**src/rtl/arb4_pkg.sv**
```systemverilog
// Shared types and helpers for the four-requester round-robin arbiter.
package arb4_pkg;

    typedef enum logic [1:0] {
        IDLE    = 2'd0,
        GRANT   = 2'd1,
        RELEASE = 2'd2
    } state_t;

    localparam int          NUM_REQ  = 4;
    localparam logic [3:0]  GNT_NONE = 4'b1111;

    // Active-low one-hot grant for a requester index.
    function automatic logic [3:0] idx_to_gnt_l(input logic [1:0] idx);
        return ~(4'b0001 << idx);
    endfunction

endpackage

```
**src/rtl/arb4_rr_ctrl_if.sv**
```systemverilog
// Request/grant bus between the requesting units and the arbiter.
interface arb4_rr_ctrl_if;
    import arb4_pkg::*;

    logic               EN_L;
    logic [NUM_REQ-1:0] REQ;
    logic [NUM_REQ-1:0] GNT_L;
    logic [1:0]         GSEL;
    logic               BUSY;
    logic               TIMEOUT;

    // Requester side: drives enable and requests, observes grants.
    modport master (
        output EN_L, REQ,
        input  GNT_L, GSEL, BUSY, TIMEOUT
    );

    // Arbiter side.
    modport slave (
        input  EN_L, REQ,
        output GNT_L, GSEL, BUSY, TIMEOUT
    );

endinterface

```
**src/rtl/rr_pick4.sv**
```systemverilog
// Combinational round-robin pick: first set request after the pointer wins.
module rr_pick4
    import arb4_pkg::*;
(
    input  logic [NUM_REQ-1:0] req_i,
    input  logic [1:0]         ptr_i,
    output logic               valid_o,
    output logic [1:0]         win_o
);

    // Walk the search order from lowest to highest priority so the last hit
    // (ptr+1) overrides the others; ptr itself is searched last.
    always_comb begin
        logic [1:0] idx;
        valid_o = |req_i;
        win_o   = ptr_i;
        idx     = 2'd0;
        for (int k = 4; k >= 1; k--) begin
            idx = ptr_i + 2'(k);
            if (req_i[idx]) begin
                win_o = idx;
            end
        end
    end

endmodule

```
**src/rtl/arb4_rr_ctrl.sv**
```systemverilog
// Four-requester round-robin arbiter with hold-time cap, active-low grants.
module arb4_rr_ctrl
    import arb4_pkg::*;
#(
    parameter int HOLD_MAX = 16
) (
    input  logic                CLK,
    input  logic                RST_N,
    arb4_rr_ctrl_if.slave       bus
);

    localparam logic [7:0] HOLD_MAX_C = 8'(HOLD_MAX);

    state_t     state_q;
    logic [7:0] cnt_q;
    logic [1:0] ptr_q;
    logic [3:0] gnt_l_q;
    logic [1:0] gsel_q;
    logic       busy_q;
    logic       timeout_q;

    logic       pick_valid;
    logic [1:0] pick_win;

    rr_pick4 u_pick (
        .req_i   (bus.REQ),
        .ptr_i   (ptr_q),
        .valid_o (pick_valid),
        .win_o   (pick_win)
    );

    // Arbitration FSM with registered grant outputs; the owner is always ptr_q
    // while in GRANT.
    always_ff @(posedge CLK) begin
        if (!RST_N) begin
            state_q   <= IDLE;
            cnt_q     <= 8'd0;
            ptr_q     <= 2'b11;
            gnt_l_q   <= GNT_NONE;
            gsel_q    <= 2'b00;
            busy_q    <= 1'b0;
            timeout_q <= 1'b0;
        end else begin
            timeout_q <= 1'b0;
            case (state_q)
                IDLE, RELEASE: begin
                    if (!bus.EN_L && pick_valid) begin
                        state_q <= GRANT;
                        gnt_l_q <= idx_to_gnt_l(pick_win);
                        gsel_q  <= pick_win;
                        busy_q  <= 1'b1;
                        ptr_q   <= pick_win;
                        cnt_q   <= 8'd1;
                    end else begin
                        state_q <= IDLE;
                        gnt_l_q <= GNT_NONE;
                        busy_q  <= 1'b0;
                        cnt_q   <= 8'd0;
                    end
                end
                GRANT: begin
                    if (bus.EN_L) begin
                        // Disable drops straight to IDLE, skipping the gap state.
                        state_q <= IDLE;
                        gnt_l_q <= GNT_NONE;
                        busy_q  <= 1'b0;
                        cnt_q   <= 8'd0;
                    end else if (!bus.REQ[ptr_q]) begin
                        state_q <= RELEASE;
                        gnt_l_q <= GNT_NONE;
                        busy_q  <= 1'b0;
                    end else if (cnt_q == HOLD_MAX_C) begin
                        state_q   <= RELEASE;
                        gnt_l_q   <= GNT_NONE;
                        busy_q    <= 1'b0;
                        timeout_q <= 1'b1;
                    end else begin
                        cnt_q <= cnt_q + 8'd1;
                    end
                end
                default: begin
                    state_q <= IDLE;
                    gnt_l_q <= GNT_NONE;
                    busy_q  <= 1'b0;
                    cnt_q   <= 8'd0;
                end
            endcase
        end
    end

    assign bus.GNT_L   = gnt_l_q;
    assign bus.GSEL    = gsel_q;
    assign bus.BUSY    = busy_q;
    assign bus.TIMEOUT = timeout_q;

endmodule

```
**src/flat_wrapper.sv**
```systemverilog
// flat-port wrapper written by rule: the top's interface ports become plain ports
module arb4_rr_ctrl_flat import arb4_pkg::*;
#(
    parameter int HOLD_MAX = 16
)
  (CLK, RST_N, bus_EN_L, bus_REQ, bus_GNT_L, bus_GSEL, bus_BUSY, bus_TIMEOUT);
  arb4_rr_ctrl_if bus_i ();
  input  logic CLK;
  input  logic RST_N;
  input wire logic [$bits(bus_i.EN_L)-1:0] bus_EN_L;
  input wire logic [$bits(bus_i.REQ)-1:0] bus_REQ;
  output wire logic [$bits(bus_i.GNT_L)-1:0] bus_GNT_L;
  output wire logic [$bits(bus_i.GSEL)-1:0] bus_GSEL;
  output wire logic [$bits(bus_i.BUSY)-1:0] bus_BUSY;
  output wire logic [$bits(bus_i.TIMEOUT)-1:0] bus_TIMEOUT;
  assign bus_i.EN_L = bus_EN_L;
  assign bus_i.REQ = bus_REQ;
  assign bus_GNT_L = bus_i.GNT_L;
  assign bus_GSEL = bus_i.GSEL;
  assign bus_BUSY = bus_i.BUSY;
  assign bus_TIMEOUT = bus_i.TIMEOUT;
  arb4_rr_ctrl #(.HOLD_MAX(HOLD_MAX)) u_core (.CLK(CLK), .RST_N(RST_N), .bus(bus_i));
endmodule
```
**config.mk**
```make
export PLATFORM = sky130hd
export DESIGN_NAME = arb4_rr_ctrl_flat
export DESIGN_NICKNAME = d
export VERILOG_FILES = /design/src/rtl/arb4_pkg.sv /design/src/rtl/arb4_rr_ctrl_if.sv /design/src/rtl/rr_pick4.sv /design/src/rtl/arb4_rr_ctrl.sv /design/src/flat_wrapper.sv
export SDC_FILE = /design/constraint.sdc
export NUM_CORES = 1
export LEC_CHECK = 0
export ABC_AREA = 1
export BUFFER_PORTS_ARGS = -buffer_cell sky130_fd_sc_hd__buf_4
export CAP_MARGIN = 20
export CORE_UTILIZATION = 59
export DETAILED_ROUTE_END_ITERATION = 10
export MAX_ROUTING_LAYER = met4
export PLACE_DENSITY = 0.93
export SLEW_MARGIN = 20
export SYNTH_ARGS = -nofsm -noshare
export SYNTH_HDL_FRONTEND = slang
export SYNTH_SLANG_ARGS = --single-unit
```
**constraint.sdc**
```tcl
create_clock -name CLK -period 3.6 [get_ports CLK]
set_input_delay 0.36 -clock CLK [delete_from_list [all_inputs] [get_ports CLK]]
set_output_delay 0.36 -clock CLK [all_outputs]
set_load 0.005 [all_outputs]
```
### Word level (Yosys, flattened, before mapping)

Index checks and enable logic that the tools add are counted.

| storage, ports and cells | value |
|---|---|
| input bits | 7 |
| bits in registers | 20 |
| word-level logic and storage cells | 66 |

| cells by class | value |
|---|---|
| eq/ne operators | 6 |
| bitwise operators | 4 |
| shift operators | 1 |
| add/subtract/negate cells | 4 |
| reduce and logical (&&, ||, !) cells | 8 |
| magnitude comparators | 4 |
| multiplexer cells | 32 |

Operators by type and width:

| kind | number |
|---|---|
| 2-to-1 mux 8 bit | 3 |
| 2-to-1 mux 4 bit | 4 |
| one-hot mux 8 bit (2 select lines) | 1 |
| less-than comparator 2 x 3 -> 1 bit, second input constant | 4 |
| 2-to-1 mux 2 bit | 6 |
| 2-to-1 mux 1 bit | 11 |
| adder 8 x 1 -> 8 bit, second input constant | 1 |
| binary-select mux 1 bit (select 2 bit) | 4 |
| == test 8 x 5 -> 1 bit, second input constant | 1 |
| one-hot mux 4 bit (2 select lines) | 1 |
| OR reduction 4 bit | 2 |
| adder 2 bit, second input constant | 2 |
| != test 4 bit, second input constant | 1 |
| NOT 4 bit | 1 |
| one-hot mux 2 bit (2 select lines) | 1 |
| AND reduction 2 bit | 2 |
| << shifter 1 x 2 -> 4 bit, first input constant | 1 |
| != test 3 x 2 -> 1 bit, second input constant | 1 |
| != test 3 bit, second input constant | 1 |
| NOT 1 bit | 3 |
| adder 2 x 1 -> 2 bit, second input constant | 1 |
| == test 2 x 1 -> 1 bit, second input constant | 1 |
| == test 2 bit, second input constant | 1 |
| zero test 2 bit | 1 |
| other kinds (4) | 4 |

### Logic depth before layout (Yosys ltp)

Gate-level depths: netlist of run 1.

| depth | value |
|---|---|
| depth in word-level cells | 10 |
| depth in mapped cells | 13 |

### Cells and area by module

From an unflattened synthesis of run 1, not the netlist that was laid out.

| second synthesis, totals | value |
|---|---|
| cells, all modules | 175 |
| area, all modules | 1129.8 um^2 |

By module, submodules not included:

| module | cells each | seq. area each (um^2) | instances | area an instance (um^2) |
|---|---|---|---|---|
| arb4_rr_ctrl | 132 | 400.4 | 1 | 925.9 |
| rr_pick4 | 43 | 0.0 | 1 | 203.9 |

### Least setup slack after synthesis of run 1

Ideal clock, no wire load.

| timing | value |
|---|---|
| kind | input to register |
| from | input port bus_REQ[3] |
| to | register u_core.gnt_l_q[2] (netlist: u_core.bus.GNT_L[2]) |
| path buffers | 0 |
| cell stages on the path | 8 |
| slack | 2.268 ns |
| setup time | 0.119 ns |
| arrival time | 1.213 ns |
| cell sequence | inv_1 > a31o_2 > nor2_2 > inv_1 > nor2_1 > nand2_1 > o21ai_0 > nand2_1 |

| between the ends | value |
|---|---|
| longest elaborated chain between the ends | 9 |

RTL lines:

| what | line | text |
|---|---|---|
| start: declaration | flat_wrapper.sv:11 | `input wire logic [$bits(bus_i.REQ)-1:0] bus_REQ;` |
| binary-select mux 1 bit (select 2 bit) | rr_pick4.sv:20 | `if (req_i[idx]) begin` |
| 2-to-1 mux 1 bit (not written as such) | rr_pick4.sv:20 |  |
| 2-to-1 mux 2 bit (3 in a row) | rr_pick4.sv:20 |  |
| << shifter 1 x 2 -> 4 bit | arb4_pkg.sv:15 | `return ~(4'b0001 << idx);` |
| NOT 4 bit | arb4_pkg.sv:15 |  |
| 2-to-1 mux 4 bit | arb4_rr_ctrl.sv:47 | `if (!bus.EN_L && pick_valid) begin` |
| one-hot mux 4 bit (2 select lines) | arb4_rr_ctrl.sv:45 | `case (state_q)` |
| end signal: assignment | arb4_rr_ctrl.sv:49 | `gnt_l_q <= idx_to_gnt_l(pick_win);` |
| end: declaration | arb4_rr_ctrl.sv:17 | `logic [3:0] gnt_l_q;` |

Several ways; a longest one is shown, not always the timed one. The select of a mux whose other input is x is not followed.
A chain may end at the register's enable or synchronous reset.

### Worst setup path after layout of run 1

| timing | value |
|---|---|
| from | register u_core.ptr_q[0] |
| to | register u_core.gnt_l_q[0] (netlist: u_core.bus.GNT_L[0]) |

| between the ends | value |
|---|---|
| longest elaborated chain between the ends | 10 |

RTL lines:

| what | line | text |
|---|---|---|
| start: declaration | arb4_rr_ctrl.sv:16 | `logic [1:0] ptr_q;` |
| start signal: assignment | arb4_rr_ctrl.sv:52 | `ptr_q <= pick_win;` |
| adder 2 bit | rr_pick4.sv:19 | `idx = ptr_i + 2'(k);` |
| binary-select mux 1 bit (select 2 bit) | rr_pick4.sv:20 |  |
| 2-to-1 mux 1 bit (not written as such) | rr_pick4.sv:20 |  |
| 2-to-1 mux 2 bit (3 in a row) | rr_pick4.sv:20 |  |
| << shifter 1 x 2 -> 4 bit | arb4_pkg.sv:15 |  |
| NOT 4 bit | arb4_pkg.sv:15 |  |
| 2-to-1 mux 4 bit | arb4_rr_ctrl.sv:47 |  |
| one-hot mux 4 bit (2 select lines) | arb4_rr_ctrl.sv:45 |  |

Several ways; a longest one is shown, not always the timed one. The select of a mux whose other input is x is not followed.

==> results.py, run 1 <==
metrics = {
    "cts": {
        "clock-sinks": 19,
        "clockBufferDepth": 2,
        "root_buffer": "clkbuf_4",
        "cts_made_buffers": 3,
        "post-cts-setup-buffer-count": 0,
        "clkSlewWorstSetupHoldPaths_ps": 100,
        "cts_resized": 0,
        "insertion_delay_ps": 290,
        "holdBufCountCts": 0,
        "cts_tree": "done",
        "htreeDepth": 1,
    },
    "finish": {
        "fin_nets": 193,
        "diodes": 0,
        "instances_no_fill": 208,
        "layout-drive-gt1-share_pct": 16.39,
        "num-fill-cells": 141,
        "syn2layout_area_growth_pct": 13.67,
    },
    "floorplanning": {
        "die_x_um": 44.61,
        "dieArea_sq_mm": 0.001990,
        "die_y_um": 44.61,
        "core-area_sq_mm": 0.001708,
        "rows": 15,
        "num_io_pins": 15,
        "start_util_pct": 62.71,
    },
    "detailed_routing": {
        "vias_per_cell": 4.976,
        "dr.pass1.iters": 4,
        "drc": 0,
        "via_count": 1035,
        "drtIter0Drc": 36,
        "routedWlPerCell_um": 9.601,
        "routed_wl_um": 1997,
        "antenna_left": 0,
    },
    "power": {
        "power_density_mw_per_mm2": 375.0,
        "switching_share_pct": 31.83,
        "pwr-share-comb_pct": 26.1,
        "clkPwrFrac_pct": 22.9,
        "p_leak_uw": 0.0006008,
        "p_seq_share_pct": 51.0,
        "finalPower_uw": 456.5,
        "p_switching_uw": 145.3,
        "internal_power_uw": 311.2,
        "ir_worst_vdd_uv": 354.8,
    },
    "yosys": {
        "async_flop_share_pct": 0,
        "ys_top_cells_by_area": "dfxtp_1 (36%), nand2_1 (21%), inv_1 (9.1%)",
        "synth_common_cells": "nand2_1 (61), inv_1 (26), dfxtp_1 (19)",
        "yosys_warnings": 0,
        "synth_cell_types": 23,
        "syn_nets": 176,
        "avgSynthCellArea_sq_um": 6.413,
        "synth_top_area_share_pct": 35.51,
        "yosysTopAreaCell": "dfxtp_1",
        "syn_area_sq_mm": 0.001071,
        "synthCells": 167,
        "synth.most_common_cell": "nand2_1",
        "synth_seq_cells": 19,
        "synthFlopType": "dfxtp_1",
        "synth_edf_count": 0,
        "ys_seq_area_share_pct": 35.51,
    },
    "grt": {
        "grt_pass1_vias": 865,
        "antenna_found_initial": 0,
        "grt_pass1_wl_um": 3436,
        "overflow": 0,
        "gr-usage-all-layers_pct": 24.48,
        "grt_max_degree": 11,
    },
    "sta": {
        "setup_viol": 0,
        "max_freq_ghz": 0.6445,
        "finalSetupTns_ps": 0,
        "final.min_clock_period_ps": 1552,
        "fin_skew_ps": 8.967,
        "timing.final.ws_setup_ps": 2048,
        "period_share_pct": 43.10,
        "maxSlewHeadroom_pct": 77.31,
        "tightest_slew_ps": 339.9,
        "slew_viol_final": 0,
        "hold_viol_final": 0,
        "rsz0062_at_grt": "no",
    },
    "place": {
        "post-place-ws_ps": 2010,
        "port_buffers": 14,
        "dp_cells": 204,
        "hpwl_um": 1593,
        "place_congestion": 0.9148,
    },
    "worst_setup_path": {
        "crit_type": "register to register",
        "cp_cell_sequence": "inv_4, nand2_1, nand2_1, nand2_1, nand2_1, inv_1, nand3_1, nand2_1, nand3_1, nand2_1, nand2_1",
        "rrSetupSlack_ps": 2050,
        "crit_path_end_kind": "register",
        "r2r-start": "u_core.ptr_q[0]",
        "worst-r2r-cell-count": 11,
        "path_delay_family": "simple AND/OR/NAND/NOR gates",
        "worst-path-max-fanout": 10,
        "critPathMaxStageDelay_ps": 530,
        "regToRegEndpoint": "u_core.bus.GNT_L[0]",
        "critPathSlowestCell": "dfxtp_1",
        "cp.arrival_ps": 1740,
        "required_ps": 3790,
        "cpMostUsedCell": "nand2_1",
        "start_kind": "register",
        "cp_num_buf_inv": 2,
    },
    "worst_hold_path": {
        "hp-class": "input pin to register",
        "min-delay-start": "RST_N",
        "whs_endpoint": "u_core.bus.GNT_L[2]",
        "hold_depth": 2,
    },
    "outcome": {
        "status": "completed",
    },
    "run": {
        "cap_violations": 0,
    },
}
## final cells by class
type                    instances  area (sq um)  area share (%)
flip-flops and latches         19         380.4           31.24
well taps                      25         31.28           2.569
clock buffers                   4         26.28           2.158
inverters                      28         107.6           8.839
multi-input cells             118         566.8           46.56
repair buffers                 14         105.1           8.633
## flip-flops by register name (all words and copies together) (netlist names)
signal              count
u_core.ptr_q            2
u_core.cnt_q            8
u_core.state_q          2
u_core.bus.GSEL         2
u_core.bus.GNT_L        4
u_core.bus.TIMEOUT      1
## power by group through the flow
stage | combinational, uW | sequential [uW] | clock, uW
after floorplan | 91.3 | 234 | 0
after global placement | 115 | 237 | 0
after detailed placement | 119 | 238 | 0
after CTS | 120 | 233 | 109
after global routing | 138 | 235 | 115
final | 119 | 233 | 104
## metrics by stage
step | hold WS (ps) | utilization, % | instance area [sq um]
3_5_place_dp | 460.2 | 69.74 | 1191
4_1_cts | 307.2 | 71.28 | 1217
3_3_place_gp | 462.7 | 69.74 | 1191
2_1_floorplan | 446.4 | - | 1071
5_1_grt | 301.2 | 71.28 | 1217
6_report | 310.2 | 71.28 | 1217
## metal layers
layer | up-vias | GRT usage (%) | wire length [um]
met3 | 2 | 6.122 | 118
met5 | - | - | 0
li1 | 550 | - | -
met1 | 450 | 30.15 | 944
met2 | 33 | 38.53 | 907
met4 | 0 | 9.091 | 26
## layout by cell type (no fill, tap or decap), drive strengths merged
| cell | instances |
|---|---|
| a21oi | 9 |
| a31o | 1 |
| buf | 14 |
| clkbuf | 4 |
| dfxtp | 19 |
| ha | 2 |
| inv | 28 |
| nand2 | 67 |
| nand3 | 10 |
| nand4 | 4 |
| nor2 | 13 |
| nor3 | 2 |
| nor4 | 1 |
| o211ai | 1 |
| o21ai | 7 |
| xor2 | 1 |
## worst register-to-register path, cell delays in order, from the launching register on
cell	delay (ps)
dfxtp_1	530
inv_4	90
nand2_1	90
nand2_1	70
nand2_1	90
nand2_1	60
inv_1	60
nand3_1	120
nand2_1	150
nand3_1	80
nand2_1	70
nand2_1	50
## logic make-up after synthesis
kind of cell	share of synthesized area (%)
flip-flops	35.51
adder cells (fa/ha/maj)	2.336
AND/OR/NAND/NOR	40.77
XOR/XNOR	0.8179
buffers and inverters	11.56
AO/OA/AOI/OAI	8.995
## worst max-delay path by stage
stage	slack [ps]	start	endpoint	depth (start not counted)
3_3_place_gp	2040	bus_REQ[3]	u_core.bus.GNT_L[2]	9
4_1_cts	2040	u_core.ptr_q[0]	u_core.bus.GNT_L[2]	11
5_1_grt	1780	u_core.ptr_q[0]	u_core.bus.GNT_L[0]	11
6_report	2050	u_core.ptr_q[0]	u_core.bus.GNT_L[0]	11
2_1_floorplan	2270	bus_REQ[3]	u_core.bus.GNT_L[2]	8
3_5_place_dp	2010	bus_REQ[0]	u_core.bus.GNT_L[2]	9
Power figures use the tool's default switching activity.
==> inputs of run 2 (changes only) <==
--- a/config.mk
+++ b/config.mk
@@ -8,10 +8,10 @@
 export ABC_AREA = 1
 export BUFFER_PORTS_ARGS = -buffer_cell sky130_fd_sc_hd__buf_4
 export CAP_MARGIN = 20
-export CORE_UTILIZATION = 59
+export CORE_UTILIZATION = 55
 export DETAILED_ROUTE_END_ITERATION = 10
 export MAX_ROUTING_LAYER = met4
-export PLACE_DENSITY = 0.93
+export PLACE_DENSITY = 0.88
 export SLEW_MARGIN = 20
 export SYNTH_ARGS = -nofsm -noshare
 export SYNTH_HDL_FRONTEND = slang
==> constraint.sdc (replaced) <==
create_clock -name CLK -period 1.55 [get_ports CLK]
set_input_delay 0.155 -clock CLK [delete_from_list [all_inputs] [get_ports CLK]]
set_output_delay 0.155 -clock CLK [all_outputs]
set_load 0.005 [all_outputs]
==> results.py, run 2 (same netlist as run 1, synthesis figures left out) <==
metrics = {
    "outcome": {
        "status": "completed",
    },
    "worst_setup_path": {
        "required_ps": 1790,
        "critPathSlowestCell": "dfxtp_2",
        "path_delay_family": "simple AND/OR/NAND/NOR gates",
        "start_kind": "register",
        "worst-path-max-fanout": 8,
        "critPathMaxStageDelay_ps": 370,
        "crit_type": "register to register",
        "cp.arrival_ps": 1680,
        "cp_num_buf_inv": 1,
        "crit_path_end_kind": "register",
        "cp_cell_sequence": "inv_1, ha_1, nand3_1, nor2_2, nor2_4, nand2_4, nand2_4, nand3_1, a21oi_1",
    },
    "cts": {
        "root_buffer": "clkbuf_4",
        "clkSlewWorstSetupHoldPaths_ps": 110,
        "clockBufferDepth": 2,
        "cts_made_buffers": 3,
        "insertion_delay_ps": 300,
        "clock-sinks": 19,
        "htreeDepth": 1,
        "holdBufCountCts": 0,
        "cts_tree": "done",
    },
    "sta": {
        "setup_viol": 0,
        "fin_skew_ps": 3.713,
        "maxSlewHeadroom_pct": 83.52,
        "slew_viol_final": 0,
        "finalSetupTns_ps": 0,
        "hold_viol_final": 0,
        "timing.final.ws_setup_ps": 113.9,
        "final.min_clock_period_ps": 1436,
        "rsz0062_at_grt": "no",
        "period_share_pct": 92.65,
        "max_freq_ghz": 0.6963,
        "tightest_slew_ps": 245.9,
        "timing.hold.ws_ps": 82.71,
    },
    "power": {
        "p_switching_uw": 377.3,
        "clkPwrFrac_pct": 22.8,
        "power_density_mw_per_mm2": 868.1,
        "p_seq_share_pct": 48.6,
        "p_leak_uw": 0.0006300,
        "pwr-share-comb_pct": 28.6,
        "internal_power_uw": 741.5,
        "ir_worst_vdd_uv": 875.3,
        "finalPower_uw": 1119,
        "switching_share_pct": 33.73,
    },
    "floorplanning": {
        "num_io_pins": 15,
        "die_x_um": 46.13,
        "rows": 15,
        "dieArea_sq_mm": 0.002128,
        "die_y_um": 46.13,
        "start_util_pct": 60.07,
        "core-area_sq_mm": 0.001783,
    },
    "finish": {
        "final_common_cell": "nand2_1",
        "num-fill-cells": 144,
        "layout-drive-gt1-share_pct": 23.94,
        "syn2layout_area_growth_pct": 20.33,
        "final_cell_mix": "nand2_1 (60), inv_1 (25), buf_4 (18)",
        "largest_reg_flops": 8,
        "fin_nets": 198,
        "diodes": 0,
        "regMostFlops": "u_core.cnt_q",
    },
    "grt": {
        "grt_max_degree": 12,
        "grt_pass1_wl_um": 3781,
        "grt_pass1_vias": 959,
        "overflow": 0,
        "gr-usage-all-layers_pct": 25.36,
        "antenna_found_initial": 0,
    },
    "detailed_routing": {
        "routed_wl_um": 2366,
        "drc": 0,
        "dr.pass1.iters": 4,
        "drtIter0Drc": 24,
        "antenna_left": 0,
        "via_count": 1092,
        "vias_per_cell": 5.127,
        "routedWlPerCell_um": 11.11,
    },
    "place": {
        "place_congestion": 0.8955,
        "port_buffers": 14,
        "post-place-ws_ps": 1.631,
        "hpwl_um": 1774,
    },
    "worst_hold_path": {
        "hp-class": "input pin to register",
    },
    "run": {
        "cap_violations": 0,
    },
}
==> run 2: metrics by stage <==
step / instance area (sq um) / utilization (%) / instances
floorplan: 1071 / - / 167
global placement: 1214 / 68.07 / 207
detailed placement: 1214 / 68.07 / 207
CTS: 1242 / 69.68 / 211
global route: 1289 / 72.28 / 213
finish: 1289 / 72.28 / 213
==> run 2: area by class of cell <==
cell class              instances  area, sq um  share of cell area [%]
multi-input cells             118        588.1                   45.63
flip-flops and latches         19        387.9                   30.10
clock inverters                 1        5.005                  0.3883
inverters                      28        107.6                   8.349
repair buffers                 19        146.4                   11.36
well taps                      25        31.28                   2.427
clock buffers                   3        22.52                   1.748
==> run 2: metal layers <==
layer	global-route usage, %	vias up	part of all wire [%]
met5	-	-	0
met4	11.18	0	1.8
met3	7.059	7	6.8
met2	39.15	36	46
met1	30.66	488	45
li1	-	561	-
==> run 2: worst paths after layout <==
| kind | cells past startpoint | start | endpoint | slack, ps |
|---|---|---|---|---|
| worst max-delay path | 9 | u_core.cnt_q[0] | u_core.cnt_q[4] | 110 |
| worst max register to register | 9 | u_core.cnt_q[0] | u_core.cnt_q[4] | 110 |
| worst min register to register | 2 | u_core.cnt_q[1] | u_core.cnt_q[1] | 480 |
| worst min-delay path | 2 | RST_N | u_core.bus.GNT_L[2] | 80 |
==> run 2: power by group through the flow <==
stage,clock network (uW),logic (uW),registers (uW)
finish,255,320,544
global route,281,359,549
CTS,259,289,544
detailed placement,0,286,554
global placement,0,277,552
floorplan,0,212,544
==> run 2: timing repair <==
item / in CTS / in global routing
pin swaps: 0 / 3
gates resized for setup: 1 / 14
setup endpoints to repair: 6 / 14
buffers inserted: 0 / 2
